<file path="config.mk">
export PLATFORM = sky130hd
export DESIGN_NAME = axi_rd_target
export DESIGN_NICKNAME = d
export VERILOG_FILES = /design/src/rtl/axi_pkg.sv /design/src/rtl/axi_burst_addr_gen.sv /design/src/rtl/axi_rd_target.sv
export SDC_FILE = /design/constraint.sdc
export NUM_CORES = 1
export LEC_CHECK = 0
export ABC_AREA = 1
export ABC_CLOCK_PERIOD_IN_PS = 3400
export CAP_MARGIN = 20
export CORE_MARGIN = 2
export CORE_UTILIZATION = 34
export CTS_BUF_LIST = sky130_fd_sc_hd__clkbuf_4 sky130_fd_sc_hd__clkbuf_8
export DETAILED_ROUTE_END_ITERATION = 6
export PLACE_DENSITY = 0.57
export SYNTH_ARGS = -nofsm -noshare
export SYNTH_HDL_FRONTEND = slang
export SYNTH_SLANG_ARGS = --single-unit
</file>
<file path="constraint.sdc">
create_clock -name clk -period 3.4 [get_ports clk]
set_clock_uncertainty 0.1 [all_clocks]
set_input_delay 0.34 -clock clk [delete_from_list [all_inputs] [get_ports clk]]
set_output_delay 0.34 -clock clk [all_outputs]
set_load 0.01 [all_outputs]
</file>
<file path="src/rtl/axi_pkg.sv">
// axi_pkg: shared constants and types for the AXI read target.
//   - burst type and response encodings
//   - aq_meta_t: per-request metadata held in the AR queue
//   - beat_t: one issued beat travelling through the memory read stage
//   - enq_resp(): legality check of a request, decided when it is queued
// Optional feature macro: AXI_WRAP_EN (WRAP bursts legal only when defined).
package axi_pkg;

    localparam logic [1:0] BURST_FIXED = 2'd0;
    localparam logic [1:0] BURST_INCR  = 2'd1;
    localparam logic [1:0] BURST_WRAP  = 2'd2;

    localparam logic [1:0] RESP_OKAY   = 2'd0;
    localparam logic [1:0] RESP_SLVERR = 2'd2;
    localparam logic [1:0] RESP_DECERR = 2'd3;

    typedef struct packed {
        logic [7:0] len;
        logic [1:0] burst;
        logic [1:0] resp;
    } aq_meta_t;

    typedef struct packed {
        logic       valid;
        logic [1:0] resp;
        logic       last;
    } beat_t;

    function automatic logic [1:0] enq_resp(input logic [1:0] burst, input logic [7:0] len);
        logic [1:0] r;
        case (burst)
            BURST_FIXED: r = (len > 8'd15) ? RESP_SLVERR : RESP_OKAY;
            BURST_INCR:  r = RESP_OKAY;
`ifdef AXI_WRAP_EN
            BURST_WRAP:  r = (len == 8'd1 || len == 8'd3 || len == 8'd7 || len == 8'd15)
                             ? RESP_OKAY : RESP_SLVERR;
`else
            BURST_WRAP:  r = RESP_SLVERR;
`endif
            default:     r = RESP_SLVERR;
        endcase
        return r;
    endfunction

endpackage

</file>
<file path="src/rtl/axi_burst_addr_gen.sv">
// axi_burst_addr_gen: combinational next word address of a burst.
// Ports:
//   addr      in  WA_W  current beat word address
//   burst     in  2     FIXED / INCR / WRAP
//   len       in  8     burst length minus one (wrap mask for WRAP)
//   next_addr out WA_W  word address of the following beat
// WRAP logic is compiled only when AXI_WRAP_EN is defined.
module axi_burst_addr_gen
    import axi_pkg::*;
#(
    parameter int WA_W = 28
) (
    input  logic [WA_W-1:0] addr,
    input  logic [1:0]      burst,
    input  logic [7:0]      len,
    output logic [WA_W-1:0] next_addr
);

    logic [WA_W-1:0] incr_addr;
    assign incr_addr = addr + {{(WA_W-1){1'b0}}, 1'b1};

`ifdef AXI_WRAP_EN
    // Legal WRAP lengths are 2^n-1, so len itself is the in-window mask.
    logic [WA_W-1:0] wrap_mask;
    logic [WA_W-1:0] wrap_addr;
    assign wrap_mask = WA_W'(len);
    assign wrap_addr = (addr & ~wrap_mask) | (incr_addr & wrap_mask);
`else
    logic unused_len;
    assign unused_len = ^len;
`endif

    always_comb begin
        next_addr = addr;
        if (burst == BURST_INCR) begin
            next_addr = incr_addr;
        end
`ifdef AXI_WRAP_EN
        else if (burst == BURST_WRAP) begin
            next_addr = wrap_addr;
        end
`endif
    end

endmodule

</file>
<file path="src/rtl/axi_rd_target.sv">
// axi_rd_target: AXI read target (AR + R channels) serving bursts from a
// synchronous memory read port (data valid the cycle after mem_re).
// Ports:
//   clk, rst_n                 clock, asynchronous active-low reset
//   arvalid/arready, araddr, arburst, arlen   AR channel
//   rvalid/rready, rdata, rresp, rlast        R channel
//   mem_re, mem_addr, mem_rdata               memory read port
// Optional feature macro: AXI_WRAP_EN enables WRAP bursts; without it every
// WRAP request returns len+1 SLVERR beats and never touches memory.
module axi_rd_target
    import axi_pkg::*;
#(
    parameter int ADDR_W   = 32,
    parameter int DATA_W   = 128,
    parameter int AQ_DEPTH = 4,
    parameter int MEM_AW   = 10
) (
    input  logic              clk,
    input  logic              rst_n,
    input  logic              arvalid,
    output logic              arready,
    input  logic [ADDR_W-1:0] araddr,
    input  logic [1:0]        arburst,
    input  logic [7:0]        arlen,
    output logic              rvalid,
    input  logic              rready,
    output logic [DATA_W-1:0] rdata,
    output logic [1:0]        rresp,
    output logic              rlast,
    output logic              mem_re,
    output logic [MEM_AW-1:0] mem_addr,
    input  logic [DATA_W-1:0] mem_rdata
);

    localparam int BB_LG = $clog2(DATA_W / 8);
    localparam int WA_W  = ADDR_W - BB_LG;
    localparam int AQ_PW = $clog2(AQ_DEPTH);

    typedef enum logic {S_IDLE, S_BURST} state_t;

    // ---------------- AR queue ----------------
    logic [WA_W-1:0]  aq_addr_mem [AQ_DEPTH];
    aq_meta_t         aq_meta_mem [AQ_DEPTH];
    logic [AQ_PW-1:0] aq_wr_ptr_reg, aq_rd_ptr_reg;
    logic [AQ_PW:0]   aq_count_reg, aq_count_next;
    logic             arready_reg;
    logic             aq_push, aq_pop;
    aq_meta_t         aq_head;
    state_t           state_reg;

    logic unused_araddr;
    assign unused_araddr = ^araddr[BB_LG-1:0];

    assign arready = arready_reg;
    assign aq_push = arvalid & arready_reg;
    assign aq_pop  = (state_reg == S_IDLE) && (aq_count_reg != '0);
    assign aq_head = aq_meta_mem[aq_rd_ptr_reg];
    assign aq_count_next = aq_count_reg + {{AQ_PW{1'b0}}, aq_push} - {{AQ_PW{1'b0}}, aq_pop};

    always_ff @(posedge clk) begin
        if (aq_push) begin
            aq_addr_mem[aq_wr_ptr_reg] <= araddr[ADDR_W-1:BB_LG];
            aq_meta_mem[aq_wr_ptr_reg] <= '{len: arlen, burst: arburst, resp: enq_resp(arburst, arlen)};
        end
    end

    // arready is registered from the next occupancy so it is low in reset
    // and reflects a pop one cycle later.
    always_ff @(posedge clk or negedge rst_n) begin
        if (!rst_n) begin
            aq_wr_ptr_reg <= '0;
            aq_rd_ptr_reg <= '0;
            aq_count_reg  <= '0;
            arready_reg   <= 1'b0;
        end else begin
            if (aq_push) aq_wr_ptr_reg <= aq_wr_ptr_reg + 1'b1;
            if (aq_pop)  aq_rd_ptr_reg <= aq_rd_ptr_reg + 1'b1;
            aq_count_reg <= aq_count_next;
            arready_reg  <= (aq_count_next != (AQ_PW+1)'(AQ_DEPTH));
        end
    end

    // ---------------- burst FSM and beat issue ----------------
    logic [WA_W-1:0] b_addr_reg, b_next_addr;
    logic [7:0]      b_left_reg, b_len_reg;
    logic [1:0]      b_burst_reg, b_err_reg;
    beat_t           pipe_reg;
    logic [1:0]      rb_count_reg;
    logic            rb_pop, credit_ok, issue, out_of_range;
    logic [2:0]      occ;
    logic [1:0]      beat_resp;

    axi_burst_addr_gen #(.WA_W(WA_W)) u_addr_gen (
        .addr      (b_addr_reg),
        .burst     (b_burst_reg),
        .len       (b_len_reg),
        .next_addr (b_next_addr)
    );

    // A beat may issue only if it will find a free R buffer slot when its
    // data returns, counting the beat already in the memory stage.
    assign occ          = {1'b0, rb_count_reg} + {2'b0, pipe_reg.valid} - {2'b0, rb_pop};
    assign credit_ok    = (occ < 3'd2);
    assign issue        = (state_reg == S_BURST) && credit_ok;
    assign out_of_range = |b_addr_reg[WA_W-1:MEM_AW];
    assign beat_resp    = (b_err_reg != RESP_OKAY) ? b_err_reg :
                          (out_of_range ? RESP_DECERR : RESP_OKAY);
    assign mem_re       = issue && (beat_resp == RESP_OKAY);
    assign mem_addr     = b_addr_reg[MEM_AW-1:0];

    always_ff @(posedge clk or negedge rst_n) begin
        if (!rst_n) begin
            state_reg   <= S_IDLE;
            b_addr_reg  <= '0;
            b_left_reg  <= '0;
            b_len_reg   <= '0;
            b_burst_reg <= '0;
            b_err_reg   <= '0;
            pipe_reg    <= '0;
        end else begin
            pipe_reg <= '{valid: issue, resp: beat_resp, last: (b_left_reg == 8'd0)};
            case (state_reg)
                S_IDLE: begin
                    if (aq_pop) begin
                        b_addr_reg  <= aq_addr_mem[aq_rd_ptr_reg];
                        b_left_reg  <= aq_head.len;
                        b_len_reg   <= aq_head.len;
                        b_burst_reg <= aq_head.burst;
                        b_err_reg   <= aq_head.resp;
                        state_reg   <= S_BURST;
                    end
                end
                S_BURST: begin
                    if (issue) begin
                        b_addr_reg <= b_next_addr;
                        b_left_reg <= b_left_reg - 8'd1;
                        if (b_left_reg == 8'd0) state_reg <= S_IDLE;
                    end
                end
                default: state_reg <= S_IDLE;
            endcase
        end
    end

    // ---------------- 2-entry R buffer ----------------
    logic [DATA_W-1:0] rb_data_mem [2];
    logic [1:0]        rb_resp_mem [2];
    logic              rb_last_mem [2];
    logic              rb_wr_ptr_reg, rb_rd_ptr_reg;
    logic [DATA_W-1:0] rb_wdata;

    assign rvalid   = (rb_count_reg != 2'd0);
    assign rb_pop   = rvalid & rready;
    assign rb_wdata = (pipe_reg.resp == RESP_OKAY) ? mem_rdata : '0;
    assign rdata    = rb_data_mem[rb_rd_ptr_reg];
    assign rresp    = rb_resp_mem[rb_rd_ptr_reg];
    assign rlast    = rb_last_mem[rb_rd_ptr_reg];

    generate
        for (genvar gi = 0; gi < 2; gi++) begin : g_rb_entry
            always_ff @(posedge clk or negedge rst_n) begin
                if (!rst_n) begin
                    rb_data_mem[gi] <= '0;
                    rb_resp_mem[gi] <= '0;
                    rb_last_mem[gi] <= 1'b0;
                end else if (pipe_reg.valid && (rb_wr_ptr_reg == 1'(gi))) begin
                    rb_data_mem[gi] <= rb_wdata;
                    rb_resp_mem[gi] <= pipe_reg.resp;
                    rb_last_mem[gi] <= pipe_reg.last;
                end
            end
        end
    endgenerate

    always_ff @(posedge clk or negedge rst_n) begin
        if (!rst_n) begin
            rb_wr_ptr_reg <= 1'b0;
            rb_rd_ptr_reg <= 1'b0;
            rb_count_reg  <= 2'd0;
        end else begin
            if (pipe_reg.valid) rb_wr_ptr_reg <= ~rb_wr_ptr_reg;
            if (rb_pop)         rb_rd_ptr_reg <= ~rb_rd_ptr_reg;
            rb_count_reg <= rb_count_reg + {1'b0, pipe_reg.valid} - {1'b0, rb_pop};
        end
    end

endmodule

</file>
==> Word level (Yosys, flattened, before mapping) <==
Memories as Yosys holds them, arrays and structs flattened.
Index checks and enable logic that the tools add are counted.
{ "totals": {"memories": 2, "mem_bits_rw": 160, "output_inout_bits": 144, "regBits": 319, "inputBits": 174, "elab_cells": 92} }
{ "memory_table": {"columns": ["name", "words", "word_bits", "rd", "rd_ports_with_merged_regs", "wr", "line", "source"], "rows": [
  ["aq_addr_mem", 4, 28, 1, 0, 1, "axi_rd_target.sv:42", "logic [WA_W-1:0] aq_addr_mem [AQ_DEPTH];"],
  ["aq_meta_mem", 4, 12, 1, 0, 1, "axi_rd_target.sv:43", "aq_meta_t aq_meta_mem [AQ_DEPTH];"]
]} }
{ "op_classes": {"addsub": 10, "n_lt_le_gt_ge": 3, "n_mux": 28, "eq_ne": 6, "n_reduce_logical": 16, "n_bitwise": 6} }
{ "op_table": {"columns": ["op", "count"], "rows": [
  ["128-bit 2-to-1 mux", 4],
  ["28-bit 2-to-1 mux", 3],
  ["28-bit one-hot mux with 2 select lines", 1],
  ["28-bit by 1-bit adder with 28-bit output (second input constant)", 1],
  ["18-bit OR reduction", 1],
  ["8-bit 2-to-1 mux", 2],
  ["8-bit one-hot mux with 2 select lines", 1],
  ["2-bit 2-to-1 mux", 7],
  ["8-bit by 4-bit > comparator with 1-bit output (second input constant)", 1],
  ["8-bit zero test", 1],
  ["1-bit 2-to-1 mux", 8],
  ["8-bit by 1-bit subtractor with 8-bit output (second input constant)", 1],
  ["2-bit zero test", 3],
  ["3-bit by 1-bit subtractor with 3-bit output", 2],
  ["1-bit logical AND", 5],
  ["2-bit by 1-bit adder with 2-bit output (second input constant)", 2],
  ["2-bit by 1-bit equality test with 1-bit output (second input constant)", 2],
  ["2-bit by 1-bit inequality test with 1-bit output (second input constant)", 2],
  ["2-bit one-hot mux with 2 select lines", 1],
  ["2-bit AND reduction", 2],
  ["2-bit nonzero test", 2],
  ["2-bit by 1-bit adder with 3-bit output", 1],
  ["3-bit by 1-bit adder with 3-bit output", 1],
  ["3-bit by 2-bit < comparator with 1-bit output (second input constant)", 1],
  ["11 further kinds", 14]
]} }

==> Depth between registers and ports, before layout <==
Gate-level depths: netlist of run 1.
{ "depth": {"ltp_word": 7, "ltp_mapped": 16, "ltp_nobuf": 16} }

==> By module <==
Synthesis of run 1 repeated with hierarchy kept, for this count alone.
{ "unflattened": {"cells_unflattened": 2413, "area_unflattened_um2": 21658.3} }
{ "by_module_without_submodules": {"columns": ["module", "cells_each", "seq_area_each_um2", "instances", "area_per_inst_um2"], "rows": [
  ["axi_rd_target", 2248, 12842.3, 1, 20791.2],
  ["axi_burst_addr_gen", 165, 0.0, 1, 867.1]
]} }

==> Worst setup path before layout of run 1 <==
OpenSTA, ideal clock, no wires.
{ "synth_path": {"kind": "reg2reg", "from": "reg aq_wr_ptr_reg[0]", "to": "mem aq_addr_mem[2][0], enable pin", "path_stages_with_launch": 5, "t_arrival_ns": 2.305, "setup_slack_ns": 0.560, "required_ns": 2.865, "synth_period_minus_slack_ns": 2.840, "cell_sequence": "dfrtp_1 inv_1 ha_1 inv_1 nor2_1"} }
{ "synth_rtl": {"columns": ["item", "line", "source"], "rows": [
  ["start, declared", "axi_rd_target.sv:44", "logic [AQ_PW-1:0] aq_wr_ptr_reg, aq_rd_ptr_reg;"],
  ["start signal, assigned", "axi_rd_target.sv:76", "if (aq_push) aq_wr_ptr_reg <= aq_wr_ptr_reg + 1'b1;"],
  ["end, declared", "axi_rd_target.sv:42", null]
]} }
No word-level cell before the write port.

==> Worst setup path after layout of run 1 <==
{ "layout_path": {"from": "reg rb_rd_ptr_reg", "to": "out rdata[113]"} }
{ "layout_via": {"elab_chain_cells": 4} }
{ "layout_lines": {"columns": ["item", "line", "source"], "rows": [
  ["start, declared", "axi_rd_target.sv:149", "logic rb_wr_ptr_reg, rb_rd_ptr_reg;"],
  ["start signal, assigned", "axi_rd_target.sv:182", "if (rb_pop) rb_rd_ptr_reg <= ~rb_rd_ptr_reg;"],
  ["1-bit inverter with 2-bit output (not written as such)", "axi_rd_target.sv:155", "assign rdata = rb_data_mem[rb_rd_ptr_reg];"],
  ["128-bit 2-to-1 mux (not written as such) (3 in a row)", "axi_rd_target.sv:155", null],
  ["end, declared", "axi_rd_target.sv:27", "output logic [DATA_W-1:0] rdata,"]
]} }
Every way passes these cells. The select of a mux whose other input is x is not followed.

==> results of run 1 <==
cells by family after synthesis:
| group | Yosys count |
|---|---|
| DFF | 474 |
| xor gates and xnor gates | 13 |
| AOI/OAI and AO/OA | 416 |
| adders and majority gates | 13 |
| buffers and inverters | 223 |
| and+or+nand+nor | 1208 |
what timing repair did:
item	CTS	global route
gates resized for setup	4	6
hold buffers	1	0
endpoints found under the setup margin	1	1
pin swaps	0	3
buffers inserted	0	2
hold endpoints to repair	95	0
metrics by stage:
stage / instances / worst slack (ns) / hold slack [ns] / area [sq um] / setup TNS [ns]
2_1_floorplan: 2347 / 0.560 / -0.0556 / 20800 / 0
3_3_place_gp: 3328 / 0.162 / 0.349 / 24700 / 0
3_5_place_dp: 3328 / 0.128 / 0.352 / 24700 / 0
4_1_cts: 3478 / 0.0649 / 0.0746 / 26500 / 0
5_1_grt: 3481 / -0.00125 / 0.0926 / 26500 / -0.00125
6_report: 3482 / 0.196 / 0.156 / 26500 / 0
placed cells by master (no fill, tap or decap), drive strengths merged, types with 3 or more instances in the layout:
master         Yosys  final
nand2            974    974
o21ai            354    354
dfrtp            318    318
clkdlybuf4s50      0    311
nor2             158    158
edfxtp           156    156
clkbuf            62    132
inv               67     71
nand3             57     57
a21oi             40     40
buf               88     40
clkinv             6     15
o22ai             14     14
ha                11     11
xor2              10     10
nand4              4      4
or2                4      4
nor3               3      3
nor4               3      3
xnor2              3      3
o211ai             3      3
a31oi              3      3
clkinvlp           0      3
tightest hold or removal path, stage by stage:
cell             delay, ns
clkdlybuf4s50_1       0.40
nand2_1               0.07
o21ai_0               0.07
cell usage after synthesis (3+ instances only):
library cell	count
clkbuf_1	62
o211ai_1	3
nor2_2	4
xor2_1	10
nand4_1	3
nand2_2	6
nor4_1	3
a21oi_1	37
o22ai_1	14
nand3_1	57
o21ai_0	316
edfxtp_1	156
xnor2_1	3
inv_1	64
dfrtp_1	318
clkinv_1	6
ha_1	11
o21ai_1	37
buf_4	16
inv_2	3
nor2_1	149
buf_1	5
nor3_1	3
a21oi_2	3
nor2_4	5
nand2_1	967
a31oi_1	3
buf_2	67
worst paths after layout:
path	start	endpoint	slack, ns	cells after the start
setup / recovery	rb_rd_ptr_reg$_DFFE_PN0P_	rdata[113]	0.20	4
min in group asynchronous	rst_n	rb_data_mem[147]$_DFFE_PN0P_	0.22	2
max in group asynchronous	rst_n	b_addr_reg[6]$_DFFE_PN0P_	2.08	3
hold / removal	mem_rdata[18]	rb_data_mem[18]$_DFFE_PN0P_	0.16	3
setup reg to reg	rb_count_reg[1]$_DFF_PN0_	b_left_reg[4]$_DFFE_PN0P_	0.49	15
hold reg to reg	b_err_reg[1]$_DFFE_PN0P_	pipe_reg[1]$_DFF_PN0_	0.36	1
layout make-up:
class	instances	area, sq um	area share [%]
Multi-Input combinational cell	1650	7220	27.2
Timing Repair Buffer	352	3600	13.6
Inverter	73	277	1.04
Sequential cell	474	12600	47.7
Tap cell	782	978	3.69
Clock inverter	17	140	0.529
Clock buffer	132	1640	6.17
Antenna cell	2	5.00	0.0189
layer usage:
metal | up-vias | share of wire (%) | track usage, %
met5 | - | 0.098 | 0
met4 | 8 | 1.8 | 4.68
met3 | 91 | 7.6 | 5.56
met2 | 468 | 45 | 28.3
met1 | 8030 | 45 | 26.0
li1 | 8183 | - | -
power groups by stage:
stage / sequential, mW / combinational (mW) / clock [mW]
3_3_place_gp: 6.94 / 3.24 / 0
2_1_floorplan: 6.80 / 2.01 / 0
6_report: 6.86 / 3.27 / 5.52
5_1_grt: 6.91 / 3.63 / 5.98
4_1_cts: 6.86 / 3.29 / 5.70
3_5_place_dp: 6.96 / 3.27 / 0
==> flow_summary.ini, run 1 <==
[yosys]
synth_xor_area_share_pct = 0.548
synth_cell_types = 39
synth_area_leader_cell = dfrtp_1
synth_edf_count = 156
async_flop_share_pct = 67.1
ys_ff_latch = 474
yosys_warnings = 0
muxShareOfSynthArea_pct = 0
ys.flop_type = dfrtp_1
synth_top_area_share_pct = 38.3
avgSynthCellArea_sq_um = 8.86
yosysSeqAreaShare_pct = 60.8
synth_fa_ha_area_share_pct = 0.855
synth_area_sq_um = 20800
synth_top_family_by_area = simple AND/OR/NAND/NOR gates
yosys.area_share.simple_pct = 22.8
synthTopCellsByArea = dfrtp_1 38%, edfxtp_1 23%, nand2_1 17%, o21ai_0 7.6%, nor2_1 2.7%
synth_compound_gate_area_share_pct = 10.3
synth_cells = 2347
syn_nets = 2534

[worst_setup_path]
crit_buf_inv = 2
cpLargestDelayFamily = buffers and inverters
arrival_ns = 2.76
path_cells = buf_12 -> nand2_1 -> nand2_1 -> clkdlybuf4s50_1
crit_required_ns = 2.96
cpPeakStageDelay_ns = 0.84
crit_path_start_kind = register
path_class = register to primary output
crit_path_end_kind = primary output
cp_max_fo = 77
cp_slowest_cell = dfrtp_4
crit_path_frequent_cell = nand2_1

[finish]
area_growth_pct = 27.5
n_fill_cell = 5819
layout-drive-gt1-share_pct = 8.30
regMostFlops = rb_data_mem
final_nets = 2823
largest_reg_flops = 256
reg_top3 = rb_data_mem: 256 flops, aq_addr_mem: 112 flops, aq_meta_mem: 44 flops
fin_util_pct = 43.9

[grt]
antenna_found_initial = 6
overflow = 0
grt_pass1_vias = 16197
grt_pass1_wl_mm = 92.7
grt_usage_pct = 18.6
grt_max_degree = 103

[placement]
dpl.hpwl_mm = 37.4
port_buffers = 313
gp_congestion = 0.839

[pwr]
power_leakage_nw = 11.3
p_clk_share_pct = 35.3
power.switching_mw = 4.99
peakVddDrop_mv = 0.422
p_total_mw = 15.6
seq_power_share_pct = 43.8
comb_power_share_pct = 20.9
internal-power_mw = 10.7
power.switching_fraction_pct = 31.9
powerDensity_nw_per_um2 = 590

[die]
die-height_um = 251
die_x_um = 251
core_sq_um = 60400
ios = 318
start_util_pct = 34.4
rows = 90
dieArea_sq_um = 63100

[route]
postRouteAntennaNets = 0
vias = 16780
drt_iter0_drc = 1273
vias_per_cell = 4.82
wl_per_cell_um = 17.0
drtPass1Iterations = 5
drcViolationCount = 0
drt-total-wl_mm = 59.2

[sta]
min_period_ns = 3.20
max_slew_margin_pct = 44.2
worstMarginPinSlew_ns = 0.837
setup_viol = 0
finalMaxSlewViolations = 0
fmax_mhz = 312
hold_viol_final = 0
fin_crit_sh_pct = 94.2

[hold_path]
hold_class = primary input to register

[clocking]
clk_pin_slew_ns = 0.06
clk-insertion-delay-late_ns = 0.67
tritoncts = yes
clock_path_buffers = 3
root_buffer = clkbuf_8
cts_made_buffers = 85
cts.sink_count = 474
cts_max_level = 3

[run_status]
status = complete, no violations

[flow_run]
drv_cap = 0
Note: power is estimated with default switching activity, not from simulation.
==> run 2: changes to the inputs <==
SETUP_SLACK_MARGIN = 0.4   (was default)
==> flow_summary.ini, run 2 (synthesis gave the netlist of run 1 again) <==
[die]
rows = 90
dieArea_sq_um = 63100
die-height_um = 251
die_x_um = 251
ios = 318
start_util_pct = 34.4
core_sq_um = 60400

[route]
postRouteAntennaNets = 0
vias_per_cell = 4.85
drt_iter0_drc = 1309
drcViolationCount = 0
wl_per_cell_um = 17.3
drt-total-wl_mm = 60.9
vias = 17071
drtPass1Iterations = 5

[sta]
fin_crit_sh_pct = 94.4
finalMaxSlewViolations = 0
min_period_ns = 3.21
worstMarginPinSlew_ns = 0.833
rsz0062_at_grt = yes
max_slew_margin_pct = 44.5
fmax_mhz = 312
setup_viol = 0
hold_viol_final = 0
timing.final.ws_setup_ns = 0.190
setup-tns-final_ns = 0

[grt]
grt_pass1_vias = 16416
antenna_found_initial = 5
grt_usage_pct = 19.0
overflow = 0
grt_pass1_wl_mm = 94.3
grt_max_degree = 103

[finish]
multi_input_area_sq_um = 7250
final_cell_mix = 963 x nand2_1, 316 x o21ai_0, 316 x dfrtp_1, 310 x clkdlybuf4s50_1, 156 x edfxtp_1
fin_util_pct = 44.7
area_growth_pct = 29.8
post-route-cell-area_sq_um = 27000
largest_reg_flops = 256
reg_top3 = rb_data_mem: 256 flops, aq_addr_mem: 112 flops, aq_meta_mem: 44 flops
seq_area_sq_um = 12600
mostFrequentLayoutCell = nand2_1
final_cell_count_no_fill = 3519
layout-drive-gt1-share_pct = 9.76
regMostFlops = rb_data_mem
final_nets = 2860
n_fill_cell = 5772

[hold_path]
hold_class = primary input to register
hold_depth = 3
worstHoldEndpoint = rb_data_mem[18]$_DFFE_PN0P_
holdCritStartpoint = mem_rdata[18]

[clocking]
cts_max_level = 3
clk_pin_slew_ns = 0.06
cts.sink_count = 474
cts_made_buffers = 85
clk-insertion-delay-late_ns = 0.67
clock_path_buffers = 3
root_buffer = clkbuf_8
tritoncts = yes

[pwr]
powerDensity_nw_per_um2 = 597
power_leakage_nw = 11.5
peakVddDrop_mv = 0.421

[flow_run]
drv_cap = 0

[placement]
dp_cells = 3328
gp_congestion = 0.839
dpl.hpwl_mm = 37.4
port_buffers = 313
pre_cts_ws_ns = 0.128
placed_area_sq_um = 24700

[worst_setup_path]
r2r_start = rb_count_reg[1]$_DFF_PN0_
cp_max_fo = 2
r2r_cells = 24
crit_path_end_kind = register
path_class = register to register
timing.rr.end = rb_rd_ptr_reg$_DFFE_PN0P_
arrival_ns = 3.65
crit_required_ns = 3.84
rrSetupSlack_ns = 0.19
crit_path_start_kind = register

[run_status]
status = complete, no violations
run 2: cell count changes in the layout (fill, tap and decap cells not counted), sizes merged:
cell and change:
buf +33, clkbuf +3, dlygate4sd2 +1, bufbuf +1, clkdlybuf4s50 -1
run 2: power breakdown:
part	switching (mW)	total (mW)	leakage [nW]	internal (mW)
Combinational	2.52	3.81	4.90	1.30
Sequential	0.232	6.77	5.70	6.53
Clock	2.40	5.54	0.938	3.14
Total	5.15	16.1	11.5	11.0
run 2: metrics by stage:
stage               total power [mW]  hold slack [ns]
finish                          16.1            0.149
global route                    17.0           0.0926
CTS                             16.2           0.0746
detailed placement              10.2            0.352
global placement                10.2            0.349
floorplan                       8.81          -0.0556
run 2: cell type report:
class,instances,share of cell area [%]
diodes,2,0.0185
repair buffers,389,15.0
well taps,782,3.63
flip-flops and latches,474,46.9
clock buffers,132,6.06
clock inverters,17,0.519
multi-input cells,1650,26.9
inverters,73,1.03
run 2: what timing repair did:
item	CTS	global route
gates resized for setup	17	12
buffers inserted	29	2
gates cloned	2	6
hold buffers	1	0
setup endpoints to repair	132	35
pin swaps	6	5
hold endpoints to repair	95	0
run 2: per-layer routing:
layer  wire length [um]  GRT usage [%]  vias to the layer above
met5                 45              0                        -
met1              27600           26.4                     8203
li1                   -              -                     8252
met2              27500           29.1                      511
met4               1270           5.17                        6
met3               4450           5.44                       99
run 2: worst max-delay path by stage:
stage / startpoint / to / slack [ns] / cells after the start
3_3_place_gp: rready / mem_re / 0.16 / 11
6_report: rb_count_reg[1]$_DFF_PN0_ / rb_rd_ptr_reg$_DFFE_PN0P_ / 0.19 / 24
3_5_place_dp: rready / mem_re / 0.13 / 11
4_1_cts: rb_count_reg[1]$_DFF_PN0_ / mem_re / 0.24 / 12
2_1_floorplan: aq_wr_ptr_reg[0]$_DFFE_PN0P_ / aq_addr_mem[2][0]$_DFFE_PP_ / 0.56 / 4
5_1_grt: rb_count_reg[1]$_DFF_PN0_ / mem_re / 0.07 / 12
run 2: worst max-delay path: stages (launching register included):
cell and delay (ns):
dfrtp_1 0.36, inv_2 0.05, nand2_2 0.07, nand2_2 0.06, buf_6 0.11, buf_4 0.11
buf_4 0.12, buf_4 0.12, buf_4 0.12, buf_4 0.12, buf_4 0.12, buf_4 0.12
buf_4 0.12, buf_4 0.12, buf_6 0.10, buf_4 0.11, buf_4 0.12, buf_4 0.12
buf_6 0.11, buf_6 0.10, buf_4 0.12, buf_4 0.12, buf_4 0.11, buf_4 0.12
xor2_1 0.13
==> run 3: changes to the inputs <==
CORE_UTILIZATION = 35   (was 34)
PLACE_DENSITY = default   (was 0.57)
==> flow_summary.ini, run 3 (synthesis gave the netlist of run 1 again) <==
[die]
die_x_um = 248
ios = 318
rows = 89
core_sq_um = 58900
die-height_um = 248
dieArea_sq_um = 61300
start_util_pct = 35.3

[worst_setup_path]
r2r_start = rb_count_reg[1]$_DFF_PN0_
crit_path_start_kind = register
cp_max_fo = 2
crit_path_end_kind = primary output
cpPeakStageDelay_ns = 0.46
crit_required_ns = 2.96
arrival_ns = 2.69
timing.rr.end = b_addr_reg[17]$_DFFE_PN0P_
cp_slowest_cell = fa_1
crit_buf_inv = 5
r2r_cells = 18
path_class = register to primary output
rrSetupSlack_ns = 0.50
cpLargestDelayFamily = adder cells
path_cells = inv_2 -> nand2_4 -> nand2_4 -> inv_4 -> ha_4 -> inv_2 -> ha_4 -> fa_1 -> inv_1 -> nand4_2 -> nor2_2 -> buf_6

[route]
drt-total-wl_mm = 59.1
postRouteAntennaNets = 0
vias_per_cell = 4.86
drtPass1Iterations = 5
drt_iter0_drc = 1286
wl_per_cell_um = 16.9
vias = 16983
drcViolationCount = 0

[clocking]
clk-insertion-delay-late_ns = 0.67
root_buffer = clkbuf_8
clk_pin_slew_ns = 0.06
clock_path_buffers = 3
cts_max_level = 3
cts_made_buffers = 86
tritoncts = yes
cts.sink_count = 474

[finish]
fin_util_pct = 45.5
regMostFlops = rb_data_mem
mostFrequentLayoutCell = nand2_1
area_growth_pct = 28.9
largest_reg_flops = 256
final_nets = 2842
final_cell_mix = 963 x nand2_1, 316 x o21ai_0, 316 x dfrtp_1, 309 x clkdlybuf4s50_1, 156 x edfxtp_1
reg_top3 = rb_data_mem: 256 flops, aq_addr_mem: 112 flops, aq_meta_mem: 44 flops
layout-drive-gt1-share_pct = 9.16

[sta]
fin_crit_sh_pct = 92.2
finalMaxSlewViolations = 0
setup-tns-final_ns = 0
fmax_mhz = 319
min_period_ns = 3.13
max_slew_margin_pct = 39.5
worstMarginPinSlew_ns = 0.906
setup_viol = 0
hold_viol_final = 0
rsz0062_at_grt = yes

[grt]
overflow = 0
grt_pass1_wl_mm = 89.7
grt_max_degree = 112
grt_pass1_vias = 16126
antenna_found_initial = 6
grt_usage_pct = 18.7

[placement]
port_buffers = 313
dpl.hpwl_mm = 36.8
gp_congestion = 0.845

[run_status]
status = complete, no violations

[flow_run]
drv_cap = 0

[pwr]
peakVddDrop_mv = 0.479
power_leakage_nw = 11.5
powerDensity_nw_per_um2 = 592

[hold_path]
hold_class = primary input to asynchronous set/reset pin
-- run 3: cell count changes in the layout (fill, tap and decap cells not counted), moves of 3 or more --
cell,previous run,this run
clkbuf_8,103,100
buf_6,8,4
buf_4,46,35
buf_12,13,9
clkinv_2,5,12
-- run 3: worst max path at each step --
stage                                             from                          end  slack (ns)  depth (start not counted)
after floorplan           aq_wr_ptr_reg[0]$_DFFE_PN0P_  aq_addr_mem[2][0]$_DFFE_PP_        0.56                          4
after global placement                          rready                       mem_re        0.08                         11
after detailed placement                        rready                       mem_re        0.06                         11
after CTS                    rb_count_reg[1]$_DFF_PN0_                       mem_re        0.18                         12
after global routing         rb_count_reg[1]$_DFF_PN0_                       mem_re        0.11                         12
final                        rb_count_reg[1]$_DFF_PN0_                       mem_re        0.27                         12
-- run 3: area by class of cell --
type,count,area [sq um]
fill,5598,32100
clock buffer,128,1590
timing repair buffer,370,3880
multi-input combinational,1650,7250
antenna,4,10.0
clock inverter,24,145
inverter,73,303
tap,773,967
sequential,474,12600
-- run 3: timing repair --
action,CTS,global route
hold endpoints to repair,91,0
resized for setup,22,9
hold buffers,1,0
setup endpoints to repair,110,78
setup buffers,12,3
cloned,3,6
pin swaps,6,5
-- run 3: report_power, final --
| part | internal, mW | total (mW) | leakage, nW | switching (mW) |
|---|---|---|---|---|
| clock network | 2.99 | 5.39 | 0.928 | 2.39 |
| registers | 6.53 | 6.78 | 5.70 | 0.249 |
| logic | 1.24 | 3.70 | 4.83 | 2.46 |
| total | 10.8 | 15.9 | 11.5 | 5.10 |
-- run 3: metrics by stage --
step	hold slack [ns]	area (sq um)	total power [mW]	cells	setup WS, ns
CTS	0.0826	26600	16.0	3483	0.176
global placement	0.314	24600	10.1	3315	0.0837
detailed placement	0.320	24600	10.2	3315	0.0592
floorplan	-0.0556	20800	8.81	2347	0.560
global route	0.112	26800	16.7	3492	0.107
finish	0.133	26800	15.9	3496	0.266
-- run 3: layer usage --
layer / GRT usage [%] / vias to the layer above / part of all wire [%]
li1: - / 8232 / -
met1: 25.1 / 8070 / 44
met2: 29.0 / 552 / 45
met3: 5.75 / 121 / 8.7
met4: 5.94 / 8 / 2.5
met5: 0 / - / 0.090
